**src/rtl/combi_seq_pkg.sv**
```systemverilog
// Shared types and encoding helpers for the ARM LDM/STM micro-op sequencer.
// Optional feature macro: ARM_MULTI_WRITEBACK_EN (adds the base-writeback micro-op and WB state).
package combi_seq_pkg;

`ifdef ARM_MULTI_WRITEBACK_EN
    typedef enum logic [1:0] {
        IDLE = 2'd0,
        XFER = 2'd1,
        WB   = 2'd2,
        PCLD = 2'd3
    } seq_state_t;
`else
    typedef enum logic [1:0] {
        IDLE = 2'd0,
        XFER = 2'd1,
        PCLD = 2'd3
    } seq_state_t;
`endif

    // MOV R0,R0 -- stands in for an LDM/STM with an empty register list
    localparam logic [31:0] SEQ_NOP_INSTR  = 32'hE1A00000;
    localparam int          SEQ_WORD_BYTES = 4;

    // Bits [27:25] instruction classes
    localparam logic [2:0]  MULTI_CLASS    = 3'b100;
    localparam logic [2:0]  LDST_IMM_CLASS = 3'b010;
    localparam logic [2:0]  DP_IMM_CLASS   = 3'b001;

    // Data-processing opcodes used for the writeback micro-op
    localparam logic [3:0]  OP_ADD = 4'b0100;
    localparam logic [3:0]  OP_SUB = 4'b0010;

    localparam logic [15:0] R15_BIT = 16'h8000;

    function automatic logic [4:0] popcount16(input logic [15:0] v);
        logic [4:0] c;
        c = '0;
        for (int i = 0; i < 16; i++) c = c + {4'b0000, v[i]};
        return c;
    endfunction

    // Pre-indexed, no-writeback LDR/STR immediate; U bit follows the offset sign
    function automatic logic [31:0] enc_xfer(input logic [3:0] cond, input logic l,
                                             input logic [3:0] rn, input logic [3:0] rd,
                                             input logic signed [7:0] off);
        logic [7:0] mag;
        mag = off[7] ? 8'(-off) : 8'(off);
        return {cond, LDST_IMM_CLASS, 1'b1, ~off[7], 1'b0, 1'b0, l, rn, rd, 4'b0000, mag};
    endfunction

    // ADD/SUB Rn,Rn,#nbytes for the base update
    function automatic logic [31:0] enc_wb(input logic [3:0] cond, input logic u,
                                           input logic [3:0] rn, input logic [7:0] nbytes);
        return {cond, DP_IMM_CLASS, (u ? OP_ADD : OP_SUB), 1'b0, rn, rn, 4'b0000, nbytes};
    endfunction

endpackage

```
**src/rtl/arm_reglist_pick.sv**
```systemverilog
// Picks the lowest eligible register of a pending LDM/STM register mask and
// reports its rank within the original register list.
module arm_reglist_pick
    import combi_seq_pkg::*;
(
    input  logic [15:0] pend,
    input  logic [15:0] excl,
    input  logic [15:0] list,
    output logic [3:0]  pick_reg,
    output logic [4:0]  pick_rank,
    output logic        cand_empty
);

    logic [15:0] cand;

    assign cand = pend & ~excl;

    // Priority scan from R15 down so the lowest set bit wins
    always_comb begin
        pick_reg   = '0;
        cand_empty = 1'b1;
        for (int i = 15; i >= 0; i--) begin
            if (cand[i]) begin
                pick_reg   = 4'(i);
                cand_empty = 1'b0;
            end
        end
    end

    // Rank counts listed registers numbered below the pick
    always_comb begin
        pick_rank = popcount16(list & ((16'h1 << pick_reg) - 16'h1));
    end

endmodule

```
**src/rtl/arm_multi_seq.sv**
```systemverilog
// Decode-stage sequencer expanding ARM LDM/STM into single-register LDR/STR
// micro-ops; everything else passes through untouched.
// Optional feature macro: ARM_MULTI_WRITEBACK_EN (base-writeback ADD/SUB micro-op).
module arm_multi_seq
    import combi_seq_pkg::*;
#(
    parameter logic [31:0] NOP_INSTR  = SEQ_NOP_INSTR,
    parameter int          WORD_BYTES = SEQ_WORD_BYTES
)
(
    input  logic        clk,
    input  logic        reset,
    input  logic [31:0] InstrD,
    input  logic        armD,
    input  logic        validD,
    input  logic        StallD,
    input  logic        FlushD,
    output logic [31:0] InstrSeqD,
    output logic        SeqStallF,
    output logic        SeqBusy
);

    localparam logic signed [7:0] STRIDE = 8'(WORD_BYTES);

    seq_state_t  state_q, state_d;
    logic [15:0] pend_q, pend_d;
    logic [31:0] instr_q, instr_d;

    logic [31:0] act;
    logic        multi;
    logic [3:0]  cond, rn;
    logic        p, u, l;
    logic [15:0] list, pend_cur, rn_bit, others, excl;
    logic [4:0]  n;
    logic [7:0]  nbytes;
    logic [3:0]  pick_reg;
    logic [4:0]  pick_rank;
    logic        cand_empty;
    logic        unused_fields;

    // Signed byte offset of a register's slot relative to the base register
    function automatic logic signed [7:0] xfer_offset(input logic pb, input logic ub,
                                                      input logic [4:0] cnt,
                                                      input logic [4:0] rank);
        logic signed [7:0] cnt_s, rank_s, base;
        cnt_s  = signed'({3'b000, cnt});
        rank_s = signed'({3'b000, rank});
        case ({pb, ub})
            2'b01:   base = 8'sd0;
            2'b11:   base = STRIDE;
            2'b00:   base = STRIDE - STRIDE * cnt_s;
            default: base = -(STRIDE * cnt_s);
        endcase
        return base + STRIDE * rank_s;
    endfunction

    // While sequencing, all fields come from the latched instruction
    assign act      = (state_q == IDLE) ? InstrD : instr_q;
    assign multi    = armD & validD & (InstrD[27:25] == MULTI_CLASS);
    assign cond     = act[31:28];
    assign p        = act[24];
    assign u        = act[23];
    assign l        = act[20];
    assign rn       = act[19:16];
    assign list     = act[15:0];
    assign n        = popcount16(list);
    assign nbytes   = 8'({3'b000, n} * 8'(WORD_BYTES));
    assign rn_bit   = 16'h1 << rn;
    assign pend_cur = (state_q == IDLE) ? list : pend_q;

    // LDM defers Rn and R15; Rn becomes eligible once only it (and R15) remain
    assign others = pend_cur & ~rn_bit & ~R15_BIT;
    assign excl   = l ? ((|others) ? (rn_bit | R15_BIT) : R15_BIT) : 16'h0000;

    // S bit and class bits do not affect the expansion
    assign unused_fields = ^act[27:21];

`ifdef ARM_MULTI_WRITEBACK_EN
    logic wb_en;
    assign wb_en = act[21] & ~(l & list[rn]);
`endif

    arm_reglist_pick u_pick (
        .pend       (pend_cur),
        .excl       (excl),
        .list       (list),
        .pick_reg   (pick_reg),
        .pick_rank  (pick_rank),
        .cand_empty (cand_empty)
    );

    assign SeqBusy = (state_q != IDLE);

    // Choose the current micro-op, its successor state and the updated pending mask
    always_comb begin
        logic        do_seq, emit, use_wb;
        logic [3:0]  xfer_rd;
        logic [4:0]  xfer_rank;
        logic [15:0] pend_nxt, rem;
        seq_state_t  nxt;

        InstrSeqD = InstrD;
        SeqStallF = 1'b0;
        state_d   = state_q;
        pend_d    = pend_q;
        instr_d   = instr_q;
        do_seq    = 1'b0;
        emit      = 1'b0;
        use_wb    = 1'b0;
        xfer_rd   = pick_reg;
        xfer_rank = pick_rank;
        pend_nxt  = pend_cur;
        rem       = '0;
        nxt       = IDLE;

        case (state_q)
            IDLE: begin
                if (multi) begin
                    if (n == 5'd0) InstrSeqD = NOP_INSTR;
                    else           do_seq = 1'b1;
                end
            end
            XFER: do_seq = 1'b1;
`ifdef ARM_MULTI_WRITEBACK_EN
            WB: begin
                emit   = 1'b1;
                use_wb = 1'b1;
                nxt    = (l && pend_q[15]) ? PCLD : IDLE;
            end
`endif
            PCLD: begin
                emit      = 1'b1;
                xfer_rd   = 4'd15;
                xfer_rank = n - 5'd1;
                pend_nxt  = '0;
                nxt       = IDLE;
            end
            default: ;
        endcase

        if (do_seq) begin
            emit = 1'b1;
            if (!cand_empty) begin
                pend_nxt = pend_cur & ~(16'h1 << pick_reg);
                rem      = l ? (pend_nxt & ~R15_BIT) : pend_nxt;
                if (|rem) nxt = XFER;
`ifdef ARM_MULTI_WRITEBACK_EN
                else if (wb_en) nxt = WB;
`endif
                else if (l && pend_nxt[15]) nxt = PCLD;
                else nxt = IDLE;
            end
`ifdef ARM_MULTI_WRITEBACK_EN
            else if (wb_en) begin
                use_wb = 1'b1;
                nxt    = (l && pend_cur[15]) ? PCLD : IDLE;
            end
`endif
            else begin
                // Only R15 is left: it goes out as the final load
                xfer_rd   = 4'd15;
                xfer_rank = n - 5'd1;
                pend_nxt  = '0;
                nxt       = IDLE;
            end
        end

        if (emit) begin
            InstrSeqD = use_wb ? enc_wb(cond, u, rn, nbytes)
                               : enc_xfer(cond, l, rn, xfer_rd, xfer_offset(p, u, n, xfer_rank));
            SeqStallF = (nxt != IDLE);
            if (!StallD) begin
                state_d = nxt;
                pend_d  = pend_nxt;
                if (state_q == IDLE) instr_d = InstrD;
            end
        end

        if (FlushD) begin
            state_d = IDLE;
            pend_d  = '0;
        end

        // Reset forces passthrough immediately, without waiting for the register update
        if (reset) begin
            InstrSeqD = InstrD;
            SeqStallF = 1'b0;
        end
    end

    // Sequencer state, pending mask and latched instruction
    always_ff @(posedge clk or posedge reset) begin
        if (reset) begin
            state_q <= IDLE;
            pend_q  <= '0;
            instr_q <= '0;
        end else begin
            state_q <= state_d;
            pend_q  <= pend_d;
            instr_q <= instr_d;
        end
    end

endmodule

```
**config.mk**
```make
export PLATFORM = sky130hd
export DESIGN_NAME = arm_multi_seq
export DESIGN_NICKNAME = d
export VERILOG_FILES = /design/src/rtl/combi_seq_pkg.sv /design/src/rtl/arm_reglist_pick.sv /design/src/rtl/arm_multi_seq.sv
export SDC_FILE = /design/constraint.sdc
export NUM_CORES = 1
export LEC_CHECK = 0
export ABC_AREA = 1
export BUFFER_PORTS_ARGS = -buffer_cell sky130_fd_sc_hd__buf_2
export CORE_ASPECT_RATIO = 1.2
export CORE_MARGIN = 5
export CORE_UTILIZATION = 30
export DETAILED_ROUTE_END_ITERATION = 12
export SETUP_SLACK_MARGIN = 0.2
export SLEW_MARGIN = 20
export SYNTH_ARGS = -nofsm -noshare
export SYNTH_HDL_FRONTEND = slang
export SYNTH_SLANG_ARGS = --single-unit
```
**constraint.sdc**
```tcl
create_clock -name clk -period 14.9 [get_ports clk]
set_input_delay 0.745 -clock clk [delete_from_list [all_inputs] [get_ports clk]]
set_output_delay 0.745 -clock clk [all_outputs]
set_load 0.02 [all_outputs]
```
==> flow_summary.json <==
{
  "grt_pass1_wl_um": 24500,
  "io-pin-count": 72,
  "grt_pass1_vias": 4797,
  "post_cts_buffers": 0,
  "final_common_cell": "nand2_1",
  "slew_headroom_pct": 41.4,
  "critPathMaxFanout": 55,
  "p_int_uw": 374,
  "wl_per_cell_um": 14.8,
  "port_buffers": 71,
  "cp.arrival_ps": 10490,
  "clk_pin_slew_worst_paths_ps": 70,
  "status": "finished clean",
  "areaGrowthSynthToFinish_pct": 14.5,
  "cts.sinks": 45,
  "ys_seq_elements": 45,
  "start_util_pct": 30.2,
  "period_share_pct": 75.4,
  "avgSynthCellArea_um2": 6.49,
  "comb_power_share_pct": 55.5,
  "switching_share_pct": 44.1,
  "finalHoldViolations": 0,
  "slew_viol_final": 0,
  "first_pass_iters": 5,
  "worstSetupPathType": "register to primary output",
  "cts_resized": 0,
  "ys_warn_count": 0,
  "setup_tns_ps": 0,
  "drv_cap": 0,
  "multi_input_area_um2": 3110,
  "seqCellArea_um2": 1130,
  "cts_root_buf": "clkbuf_16",
  "antenna_found_initial": 0,
  "layout-drive-gt1-share_pct": 15.3,
  "synth_enable_flop_cells": 0,
  "fillers": 1798,
  "core_region_area_um2": 16100,
  "powerDensity_nw_per_um2": 120,
  "max_freq_ghz": 0.0890,
  "drt_iter0_drc": 260,
  "ant_nets": 0,
  "worst_pin_slew_ps": 879,
  "cts_tree": "yes",
  "required_ps": 14160,
  "clock_latency_ps": 290,
  "cpMostUsedCell": "nand2_1",
  "yosysSeqAreaShare_pct": 23.1,
  "track_usage_pct": 16.1,
  "die_y_um": 150,
  "die_w_um": 126,
  "overflow": 0,
  "synthFlopType": "dfrtp_1",
  "hold_path_class": "register to register",
  "seq_power_share_pct": 24.7,
  "vias_per_cell": 4.78,
  "finalCriticalPeriod_ps": 11240,
  "gp_congestion": 0.921,
  "peakVddDrop_mv": 0.0727,
  "num_vias": 4898,
  "num_antenna_cells": 0,
  "cp-end-kind": "primary output",
  "setup_viol": 0,
  "cts_buffer_depth": 2,
  "cp-start-kind": "register",
  "fin_util_pct": 34.6,
  "ys_types": 46,
  "cts_buffers": 5,
  "row_count": 51,
  "slowest_stage": "fa_1",
  "drc": 0,
  "final_cell_mix": "nand2_1 (214), inv_1 (128), buf_2 (71), o21ai_0 (69), nor2_1 (54)",
  "clockPowerShare_pct": 19.8,
  "dieArea_um2": 18900,
  "dp_hpwl_um": 12300,
  "routed_wirelength_um": 15100,
  "hold_slack_ps": 478,
  "ys_async_sr_fraction_pct": 100,
  "power_uw": 669,
  "grt_start_max_net_pins": 56,
  "leakagePower_nw": 3.01,
  "cts_hold_buf": 0,
  "grt_setup_unrepaired": "no",
  "switchingPower_uw": 295,
  "cts_max_level": 2,
  "slowest_delay_ps": 540,
  "synth_cells": 753,
  "synth.net_count": 832,
  "fin_nets": 891,
  "synth_area_um2": 4880,
  "fin_skew_ps": 5.90
}
-- per-stage QoR --
stage          std cells  worst slack, ps  cell area [um^2]
3_5_place_dp        1017             4010              5420
4_1_cts             1025             3670              5590
5_1_grt             1025             2810              5590
2_1_floorplan        753             5440              4880
3_3_place_gp        1017             4120              5420
6_report            1025             3660              5590
-- synth_stat cells, types with 13 or more instances --
master	instances	share of area [%]
nand4_1	16	2.0
nand3_1	29	3.0
nor2_1	54	4.2
clkbuf_1	13	1.0
nand2_1	214	16
ha_1	20	5.1
dfrtp_1	45	23
o21ai_1	15	1.5
o21ai_0	69	7.1
inv_1	129	9.9
fa_1	21	8.6
o22ai_1	22	2.8
-- power groups by stage --
stage                     registers (mW)  clock network, mW  logic, mW
after floorplan                    0.164                  0      0.287
after global placement             0.166                  0      0.369
after detailed placement           0.167                  0      0.371
after CTS                          0.165              0.134      0.375
after global routing               0.169              0.139      0.432
final                              0.165              0.133      0.371
-- path summary, 6_finish.rpt --
check	cells past startpoint	end	slack, ps	startpoint
worst min-delay path	2	instr_q[24]$_DFFE_PP0P_	480	instr_q[24]$_DFFE_PP0P_
worst max register to register	28	pend_q[2]$_DFFE_PP0P_	7390	state_q[1]$_DFFE_PP0P_
max in group asynchronous	3	instr_q[20]$_DFFE_PP0P_	13850	reset
worst min register to register	2	instr_q[24]$_DFFE_PP0P_	480	instr_q[24]$_DFFE_PP0P_
min in group asynchronous	3	instr_q[16]$_DFFE_PP0P_	600	reset
worst max-delay path	52	InstrSeqD[5]	3660	state_q[1]$_DFFE_PP0P_
-- logic make-up after synthesis --
kind of cell | share of synthesized area (%)
simple gates | 30.2
buf+inv | 13.2
compound gates | 17.3
flops | 23.1
fa+ha+maj | 13.7
xor+xnor | 1.61
mux | 0.820
other cells | 0.0768
-- area by class of cell --
cell class | instances | share of cell area (%)
multi-input combinational | 544 | 55.7
sequential | 45 | 20.1
inverter | 142 | 9.53
timing repair buffer | 74 | 6.76
tap | 212 | 4.74
clock buffer | 6 | 2.48
clock inverter | 2 | 0.671
-- registers in the layout (all words and copies together), names as in the netlist --
signal	flops
state_q	2
instr_q	27
pend_q	16
-- worst max-delay path: cells and delay by family (launching register included) --
kind	cells	cell delay (ps)
adders and majority gates	8	3330
AOI/OAI and AO/OA	7	1700
and+or+nand+nor	26	3390
DFF	1	450
buffers and inverters	11	1290
-- routing by layer --
| layer | vias up | track usage, % | part of all wire, % | wire (um) |
|---|---|---|---|---|
| met2 | 142 | 28.4 | 49 | 7480 |
| met1 | 2225 | 20.8 | 44 | 6720 |
| met5 | - | 0 | 0 | 0 |
| met3 | 23 | 1.14 | 4.1 | 619 |
| met4 | 0 | 5.10 | 2.1 | 312 |
| li1 | 2508 | - | - | - |
No activity file was read; power rests on OpenSTA's default activity.
